### src/rtl/knn_pkg.sv
// Shared types and ordering helper for the top-K insertion sorter.
// The compare helper works on precomputed lt/eq bits so that callers keep native width.
package knn_pkg;

   typedef enum logic {
      FILL  = 1'b0,
      DRAIN = 1'b1
   } state_t;

   // Returns whether a stored value leads (or ties with) a newcomer.
   // On a tie the stored value always leads, which keeps equal keys in arrival order.
   function automatic logic precedes_or_eq(input logic slot_lt, input logic slot_eq,
                                           input logic asc);
      return asc ? (slot_lt | slot_eq) : !slot_lt;
   endfunction

endpackage

### src/rtl/topk_slot.sv
// One retained entry of the sorter: holds data/type/valid, reports whether it leads the
// incoming beat, and either keeps its value, loads the newcomer or shifts from its upper neighbour.
module topk_slot
   import knn_pkg::*;
#(
   parameter int W      = 16,
   parameter int TYPE_W = 3
) (
   input  logic              clk,
   input  logic              rst,
   input  logic              clear,
   input  logic              ins_en,
   input  logic              asc,
   input  logic [W-1:0]      new_data,
   input  logic [TYPE_W-1:0] new_type,
   input  logic [W-1:0]      prev_data,
   input  logic [TYPE_W-1:0] prev_type,
   input  logic              prev_valid,
   input  logic              prev_cmp,
   output logic [W-1:0]      data,
   output logic [TYPE_W-1:0] slot_type,
   output logic              valid,
   output logic              cmp
);

   logic load_new;
   logic shift_in;

   assign cmp      = valid && precedes_or_eq(data < new_data, data == new_data, asc);
   assign load_new = ins_en && !cmp && prev_cmp;
   assign shift_in = ins_en && !cmp && !prev_cmp;

   // NOTE: sequential state is written with non-blocking assignments only, so every slot
   // samples its neighbour's pre-edge value and the whole shift happens in one cycle.
   always_ff @(posedge clk or posedge rst) begin
      if (rst) begin
         valid <= 1'b0;
      end else if (clear) begin
         valid <= 1'b0;
      end else if (load_new) begin
         valid <= 1'b1;
      end else if (shift_in) begin
         valid <= prev_valid;
      end
   end

   // NOTE: data/type storage is deliberately left without reset; the valid bit masks it,
   // which keeps the reset net off the wide datapath.
   always_ff @(posedge clk) begin
      if (load_new) begin
         data      <= new_data;
         slot_type <= new_type;
      end else if (shift_in) begin
         data      <= prev_data;
         slot_type <= prev_type;
      end
   end

endmodule

### src/rtl/topk_insertion_sorter.sv
// Streaming top-K selector: keeps the K smallest (or largest) distances of a frame in a
// sorted slot chain, then drains them in order with valid/ready handshaking.
module topk_insertion_sorter
   import knn_pkg::*;
#(
   parameter int K      = 8,
   parameter int W      = 16,
   parameter int TYPE_W = 3
) (
   input  logic                     clk,
   input  logic                     rst,
   input  logic                     in_valid,
   output logic                     in_ready,
   input  logic                     in_last,
   input  logic                     ascending,
   input  logic [W-1:0]             in_data,
   input  logic [TYPE_W-1:0]        in_type,
   output logic                     out_valid,
   input  logic                     out_ready,
   output logic [W-1:0]             out_data,
   output logic [TYPE_W-1:0]        out_type,
   output logic                     out_last,
   output logic [$clog2(K+1)-1:0]   out_count
);

   localparam int CNT_W = $clog2(K + 1);
   localparam int IDX_W = $clog2(K);

   state_t             state_q, state_d;
   logic [CNT_W-1:0]   count_q;
   logic [IDX_W-1:0]   idx_q;
   logic               asc_q;
   logic               eff_asc;
   logic               accept;
   logic               out_hs;
   logic               drain_done;

   logic [W-1:0]       slot_data [K];
   logic [TYPE_W-1:0]  slot_type [K];
   logic [K-1:0]       slot_valid;
   logic [K-1:0]       slot_cmp;

   assign accept     = in_valid && in_ready;
   assign out_hs     = out_valid && out_ready;
   assign drain_done = out_hs && out_last;
   // The first beat of a frame compares against empty slots, so the live mode is safe there.
   assign eff_asc    = (count_q == '0) ? ascending : asc_q;

   for (genvar gi = 0; gi < K; gi++) begin : g_slot
      if (gi == 0) begin : g_head
         topk_slot #(.W(W), .TYPE_W(TYPE_W)) u_slot (
            .clk(clk), .rst(rst), .clear(drain_done), .ins_en(accept), .asc(eff_asc),
            .new_data(in_data), .new_type(in_type),
            .prev_data('0), .prev_type('0), .prev_valid(1'b0), .prev_cmp(1'b1),
            .data(slot_data[gi]), .slot_type(slot_type[gi]),
            .valid(slot_valid[gi]), .cmp(slot_cmp[gi])
         );
      end else begin : g_body
         topk_slot #(.W(W), .TYPE_W(TYPE_W)) u_slot (
            .clk(clk), .rst(rst), .clear(drain_done), .ins_en(accept), .asc(eff_asc),
            .new_data(in_data), .new_type(in_type),
            .prev_data(slot_data[gi-1]), .prev_type(slot_type[gi-1]),
            .prev_valid(slot_valid[gi-1]), .prev_cmp(slot_cmp[gi-1]),
            .data(slot_data[gi]), .slot_type(slot_type[gi]),
            .valid(slot_valid[gi]), .cmp(slot_cmp[gi])
         );
      end
   end

   always_ff @(posedge clk or posedge rst) begin
      if (rst) begin
         state_q <= FILL;
      end else begin
         state_q <= state_d;
      end
   end

   // NOTE: every combinational output gets a default first so no path can infer a latch.
   always_comb begin
      state_d   = state_q;
      in_ready  = 1'b0;
      out_valid = 1'b0;
      case (state_q)
         FILL: begin
            in_ready = 1'b1;
            if (in_valid && in_last) state_d = DRAIN;
         end
         DRAIN: begin
            out_valid = 1'b1;
            if (out_ready && out_last) state_d = FILL;
         end
         default: state_d = FILL;
      endcase
   end

   always_ff @(posedge clk or posedge rst) begin
      if (rst) begin
         count_q <= '0;
         idx_q   <= '0;
         asc_q   <= 1'b1;
      end else begin
         if (drain_done) begin
            count_q <= '0;
            idx_q   <= '0;
         end else begin
            if (accept && count_q != CNT_W'(K)) count_q <= count_q + CNT_W'(1);
            if (out_hs) idx_q <= idx_q + IDX_W'(1);
         end
         if (accept && count_q == '0) asc_q <= ascending;
      end
   end

   // Slots are frozen during drain, so the indexed view is stable under back-pressure.
   assign out_data  = slot_data[idx_q];
   assign out_type  = slot_type[idx_q];
   assign out_last  = (state_q == DRAIN) && (CNT_W'(idx_q) == count_q - CNT_W'(1));
   assign out_count = count_q;

endmodule

### config.mk
export PLATFORM = sky130hd
export DESIGN_NAME = topk_insertion_sorter
export DESIGN_NICKNAME = d
export VERILOG_FILES = /design/src/rtl/knn_pkg.sv /design/src/rtl/topk_slot.sv /design/src/rtl/topk_insertion_sorter.sv
export SDC_FILE = /design/constraint.sdc
export NUM_CORES = 1
export LEC_CHECK = 0
export CAP_MARGIN = 40
export CORE_ASPECT_RATIO = 0.75
export CORE_MARGIN = 2
export CORE_UTILIZATION = 37
export CTS_BUF_LIST = sky130_fd_sc_hd__clkbuf_4 sky130_fd_sc_hd__clkbuf_8
export CTS_CLUSTER_DIAMETER = 50
export CTS_CLUSTER_SIZE = 28
export DETAILED_ROUTE_END_ITERATION = 12
export GPL_TIMING_DRIVEN = 0
export PLACE_DENSITY = 0.51
export SYNTH_ARGS = -nofsm -noshare
export SYNTH_HDL_FRONTEND = slang
export SYNTH_SLANG_ARGS = --single-unit
### constraint.sdc
create_clock -name clk -period 2.9 [get_ports clk]
set_clock_uncertainty 0.05 [all_clocks]
set_input_delay 0.725 -clock clk [delete_from_list [all_inputs] [get_ports clk]]
set_output_delay 0.725 -clock clk [all_outputs]
set_load 0.1 [all_outputs]
## Word-level counts from Yosys, hierarchy flattened

Index checks and enable logic that the tools add are counted.

- $add $sub $neg: 3
- Order comparisons: 9
- Equal/unequal tests: 10
- Muxes and demuxes: 75
- Bitwise logic cells: 10
- Reduce and logical (&&, ||, !) cells: 72

Operator list:

| cell | number |
|---|---|
| 16-bit 2-to-1 mux | 16 |
| 16-bit equality test | 8 |
| 16-bit less-than comparator | 8 |
| 3-bit 2-to-1 mux | 18 |
| 16-bit binary-select mux with 3-bit select | 1 |
| 1-bit logical AND | 38 |
| 1-bit 2-to-1 mux | 36 |
| 3-bit nonzero test | 7 |
| 2-bit nonzero test | 10 |
| 1-bit zero test | 16 |
| 3-bit binary-select mux with 3-bit select | 1 |
| 4-bit 2-to-1 mux | 2 |
| 1-bit OR | 8 |
| 4-bit by 1-bit adder with 4-bit output (second input constant) | 1 |
| 3-bit by 4-bit equality test with 1-bit output | 1 |
| 4-bit >= comparator (second input constant) | 1 |
| 4-bit zero test | 1 |
| 4-bit inequality test (second input constant) | 1 |
| 3-bit NOT with 4-bit output | 1 |
| 4-bit by 1-bit subtractor with 4-bit output (second input constant) | 1 |
| 3-bit by 1-bit adder with 3-bit output (second input constant) | 1 |
| 1-bit one-hot mux with 2 select lines | 1 |
| 1-bit NOT | 1 |

- Register bits: 169
- Bits of input ports: 25
- Output and inout port bits: 26
- Word-level logic and storage cells: 207

## Longest topological paths before layout

- Word-level depth: 10
- Depth in mapped cells: 11

## Modules after synthesis

From an unflattened synthesis, not the netlist that was laid out.

- Cell total of the unflattened synthesis: 990
- Area total of the unflattened synthesis: 12709.7 um^2

Modules (own cells, without submodules):

| module | times used | cells an instance | area an instance (um^2) |
|---|---|---|---|
| topk_slot (g_slot[0].g_head.u_slot ...) | 7 | 107 | 1357.6 |
| topk_insertion_sorter | 1 | 131 | 1856.8 |
| topk_slot (g_slot[7].g_body.u_slot) | 1 | 110 | 1350.0 |

## Worst setup path before layout

No wires, ideal clock.

- Kind: register -> register
- From: register state_q
- To: register g_slot[0].g_head.u_slot.valid
- Arrival: 5858 ps
- Slack: -3140 ps
- Stages on the path, launching flop included: 6
- Path buffers: 1
- Period minus slack after synthesis: 6040 ps
- Path through: dfrtp_1 > inv_1 > nor4_1 > and2_1 > clkbuf_1 > nor2_1

- Word-level cells in the longest chain between the ends: 4

Ends and longest elaborated chain:

| what | line | RTL |
|---|---|---|
| start: declaration | topk_insertion_sorter.sv:29 | `state_t state_q, state_d;` |
| start signal: assignment | topk_insertion_sorter.sv:74 | `state_q <= state_d;` |
| 1-bit 2-to-1 mux | topk_insertion_sorter.sv:83 | `case (state_q)` |
| net in_ready | topk_insertion_sorter.sv:13 | `output logic in_ready,` |
| 1-bit logical AND | topk_insertion_sorter.sv:43 | `assign accept = in_valid && in_ready;` |
| 1-bit logical AND | topk_slot.sv:30 | `assign load_new = ins_en && !cmp && prev_cmp;` |
| 2-bit nonzero test (no line) | -- |  |
| end signal: assignment | topk_slot.sv:43 | `valid <= prev_valid;` |
| end: declaration | topk_slot.sv:22 | `output logic valid,` |

The timed path passes the listed nets, and every way through them passes these cells.
A chain may end at the register's enable or synchronous reset.

## Worst setup path after layout

- From: input port in_data[9]
- To: register g_slot[1].g_body.u_slot.data[13] (data pin)

- Word-level cells in the longest chain between the ends: 8

Ends and longest elaborated chain:

| what | line | RTL |
|---|---|---|
| start: declaration | topk_insertion_sorter.sv:16 | `input logic [W-1:0] in_data,` |
| 16-bit less-than comparator or 16-bit equality test (tied branches) | topk_slot.sv:29 | `assign cmp = valid && precedes_or_eq(data < new_data, data == new_data, asc);` |
| 1-bit OR or 1-bit zero test (tied branches) | knn_pkg.sv:14 | `return asc ? (slot_lt \| slot_eq) : !slot_lt;` |
| 1-bit 2-to-1 mux | knn_pkg.sv:14 |  |
| 1-bit logical AND | topk_slot.sv:29 |  |
| 1-bit zero test | topk_slot.sv:30 |  |
| 1-bit logical AND | topk_slot.sv:30 |  |
| 1-bit logical AND (*) | topk_slot.sv:30 |  |
| 16-bit 2-to-1 mux (*) | topk_slot.sv:50 | `if (load_new) begin` |
| end signal: assignment | topk_slot.sv:51 | `data <= new_data;` |
| end signal: assignment | topk_slot.sv:54 | `data <= prev_data;` |
| end: declaration | topk_slot.sv:20 | `output logic [W-1:0] data,` |

Mark *: on every way between the ends. The rest lies on a longest branch, timed or not.

==> flow_summary_export.csv <==
group,metric,value,unit
clocking,cts_num_sinks,169,
yosys,syn_nets,1043,
die,num_rows,55,
die,die_width,206,um
critical_path,critPathArrivalTime,3.58,ns
clocking,ctsHtreeMaxLevel,4,
timing,setup_viol,198,
yosys,synth_ff_type,"edfxtp_1",
place,place.gp.congestion,0.842,
clocking,clk_latency,0.52,ns
timing,rsz0062_at_grt,"true",
die,io_pins,51,
clocking,clk_pin_slew,0.09,ns
global_route,antenna_found_initial,0,
critical_path,critical_path.endpoint,"g_slot[1].g_body.u_slot.data[13]$_DFFE_PP_",
cells_and_area,drive_gt1_share,57.2,%
run_status,violations,"negative setup slack",
critical_path,r2r-start,"g_slot[1].g_body.u_slot.data[14]$_DFFE_PP_",
power,leakage,6.70,nW
power,finalPower,8.25,mW
cells_and_area,multiInputGateArea,7610,sq um
die,design.core.area,30200,sq um
global_route,grt-ovfl-total,0,
critical_path,reg2reg_depth,12,
die,dieArea,32200,sq um
timing,finalCriticalPeriod,3.38,ns
global_route,grt.total_usage,26.3,%
yosys,ys_seq_elements,169,
detailed_routing,drtPass1Iterations,5,
timing,slew_violations,0,
power,ir_drop,0.574,mV
place,place.port_buffers,50,
critical_path,cp-start-kind,"primary input",
detailed_routing,drtIter0Drc,840,
cells_and_area,regArea,5010,sq um
critical_path,r2r_end,"g_slot[1].g_body.u_slot.data[13]$_DFFE_PP_",
detailed_routing,drt.antenna.violating_nets,0,
clocking,clockBufferDepth,2,
critical_path,worstPathMaxFanout,5,
timing,finalCritPeriodShare,116,%
run_status,status,"finished with violations",
yosys,postSynth.asyncResetShare,10.1,%
timing,fin_ws,-0.477,ns
critical_path,critPathLaunch,"in_data[9]",
clocking,hold_buffers,0,
yosys,yosys.area.top_type_share,40.1,%
clocking,cts_tree,"built",
clocking,cts_inserted_buffers,17,
timing,tightest_slew,0.786,ns
power,p_per_area,478,nW/um^2
detailed_routing,vias,9031,
yosys,synth_area_leaders,"edfxtp_1 40%, ha_1 15%, mux2_2 12%, mux4_2 7.5%, dfrtp_1 3.5%",
yosys,syn_avg_cell_area,12.8,sq um
critical_path,endpoint_kind,"flop",
critical_path,critPathRequiredTime,3.11,ns
cells_and_area,area_growth,52.0,%
global_route,grt_pass1_wl,59.5,mm
timing,fmax,0.296,GHz
yosys,syn_inst,886,
clocking,cts-root-buf,"clkbuf_8",
cells_and_area,layout.nets,1304,
critical_path,worst-setup-path-type,"in -> reg",
place,post-dp-hpwl,27.0,mm
global_route,grt_pass1_vias,8940,
detailed_routing,drt-total-wl,42.1,mm
yosys,yosys_warnings,0,
yosys,synth_cell_types,62,
cells_and_area,num-fill-cells,2361,
timing,max-slew-margin-rel,47.1,%
timing,setup_tns,-45.07,ns
die,floorplan.die.height,156,um
worst_hold_path,timing.hold.worst.class,"in -> reg",
global_route,grt_start_max_net_pins,20,
yosys,synth_top_area_cell,"edfxtp_1",
yosys,synth_edf_count,152,
flow_run,cap_violations,0,
yosys,synthesis.area,11400,sq um
timing,hold_violations,0,
die,start_util,37.6,%
detailed_routing,via_per_inst,5.79,
place,place_ws,-2.47,ns
cells_and_area,post-route-util,57.2,%
cells_and_area,num_antenna_cells,0,
detailed_routing,drc_errors,0,
yosys,yosysSeqAreaShare,43.9,%
timing,fin_hold_ws,0.364,ns
detailed_routing,wl_per_cell,27.0,um
critical_path,timing.reg2reg.setup_slack,-0.42,ns
==> repair_timing <==
| item | CTS | global route |
|---|---|---|
| gates resized for setup | 450 | 82 |
| pin swaps | 77 | 62 |
| hold endpoints to repair | 0 | 0 |
| setup endpoints to repair | 312 | 255 |
| cloned | 6 | 8 |
| setup buffers | 142 | 36 |
==> cell families after synthesis <==
kind of cell	share of synthesized area [%]
simple gates	8.95
mux	22.1
flops	43.9
fa+ha+maj	14.5
compound gates	7.39
buf+inv	2.65
xor+xnor	0.539
==> cells in the final DEF (no fill, tap or decap), types with 11 or more instances in the layout <==
cell type,n
nand2_4,11
edfxtp_1,152
o21ai_0,11
buf_8,14
nand4_1,24
nand3_1,13
mux2_2,72
ha_1,84
a21oi_2,15
a21o_1,14
nor2_1,14
clkdlybuf4s50_1,14
clkbuf_8,22
nand2_1,50
mux4_2,38
ha_4,48
inv_1,17
clkinvlp_4,16
buf_4,77
buf_12,64
mux2_4,65
buf_6,73
nand2_2,40
a21oi_1,42
==> routing by layer <==
| layer | share of wire, % | track usage [%] | wire length [um] | up-vias |
|---|---|---|---|---|
| met3 | 6.9 | 5.16 | 2920 | 45 |
| li1 | - | - | - | 3988 |
| met2 | 45 | 39.6 | 18900 | 331 |
| met5 | 0 | 0 | 0 | - |
| met4 | 1.6 | 6.36 | 691 | 0 |
| met1 | 47 | 38.7 | 19600 | 4667 |
==> layout make-up <==
cell class	count	share of cell area (%)
flip-flops and latches	169	29.0
plain buffers	24	1.74
well taps	399	2.89
repair buffers	247	18.8
multi-input cells	653	44.0
inverters	35	1.12
clock inverters	12	0.941
clock buffers	20	1.56
==> Yosys cell counts, types with 8 or more instances <==
cell,count
nor4_1,8
nand3_1,17
a21oi_1,61
inv_1,35
clkbuf_1,15
mux2_4,11
nor2_1,19
o21ai_0,20
nand4_1,24
mux4_2,38
edfxtp_1,152
mux2_2,124
dfrtp_1,16
nand2_1,101
ha_1,132
a21o_1,14
==> sequential cells by signal, indices dropped and copies added (netlist names), 3 cells and up <==
name                            count
out_count                           4
g_slot.g_body.u_slot.valid          7
g_slot.g_body.u_slot.data         112
idx_q                               3
g_slot.g_head.u_slot.slot_type      3
g_slot.g_body.u_slot.slot_type     21
g_slot.g_head.u_slot.data          16
==> how the worst min path moves through the flow <==
stage,start,end,slack [ns],depth (start not counted)
5_1_grt,in_data[15],g_slot[0].g_head.u_slot.data[15]$_DFFE_PP_,0.33,1
2_1_floorplan,g_slot[6].g_body.u_slot.valid$_DFFE_PP0P_,g_slot[7].g_body.u_slot.valid$_DFFE_PP0P_,0.48,2
3_3_place_gp,g_slot[6].g_body.u_slot.slot_type[0]$_DFFE_PP_,g_slot[7].g_body.u_slot.slot_type[0]$_DFFE_PP_,0.51,1
3_5_place_dp,g_slot[2].g_body.u_slot.slot_type[0]$_DFFE_PP_,g_slot[3].g_body.u_slot.slot_type[0]$_DFFE_PP_,0.51,1
6_report,in_data[15],g_slot[0].g_head.u_slot.data[15]$_DFFE_PP_,0.36,1
4_1_cts,in_data[6],g_slot[0].g_head.u_slot.data[6]$_DFFE_PP_,0.35,1
==> worst max-delay path, stage by stage <==
cell and delay [ns]:
buf_12 0.09, clkinvlp_4 0.08, buf_6 0.14, buf_6 0.11, ha_4 0.20, a21o_1 0.16
nand3_2 0.06, a21oi_2 0.06, or4b_4 0.58, mux2_4 0.33, buf_6 0.12, o2111ai_4 0.22
buf_12 0.16, buf_12 0.10, buf_12 0.13, mux2_4 0.30
==> power breakdown <==
group / leakage (nW) / switching, mW / internal, mW
combinational: 4.92 / 2.21 / 1.44
clock: 0.214 / 1.02 / 0.920
sequential: 1.56 / 0.0281 / 2.63
total: 6.70 / 3.26 / 5.00
==> through the flow <==
stage / std cells / cell area, sq um
finish: 1559 / 17300
CTS: 1529 / 16700
global route: 1559 / 17300
global placement: 1335 / 12700
detailed placement: 1372 / 13300
floorplan: 886 / 11700
Power figures use the tool's default switching activity.
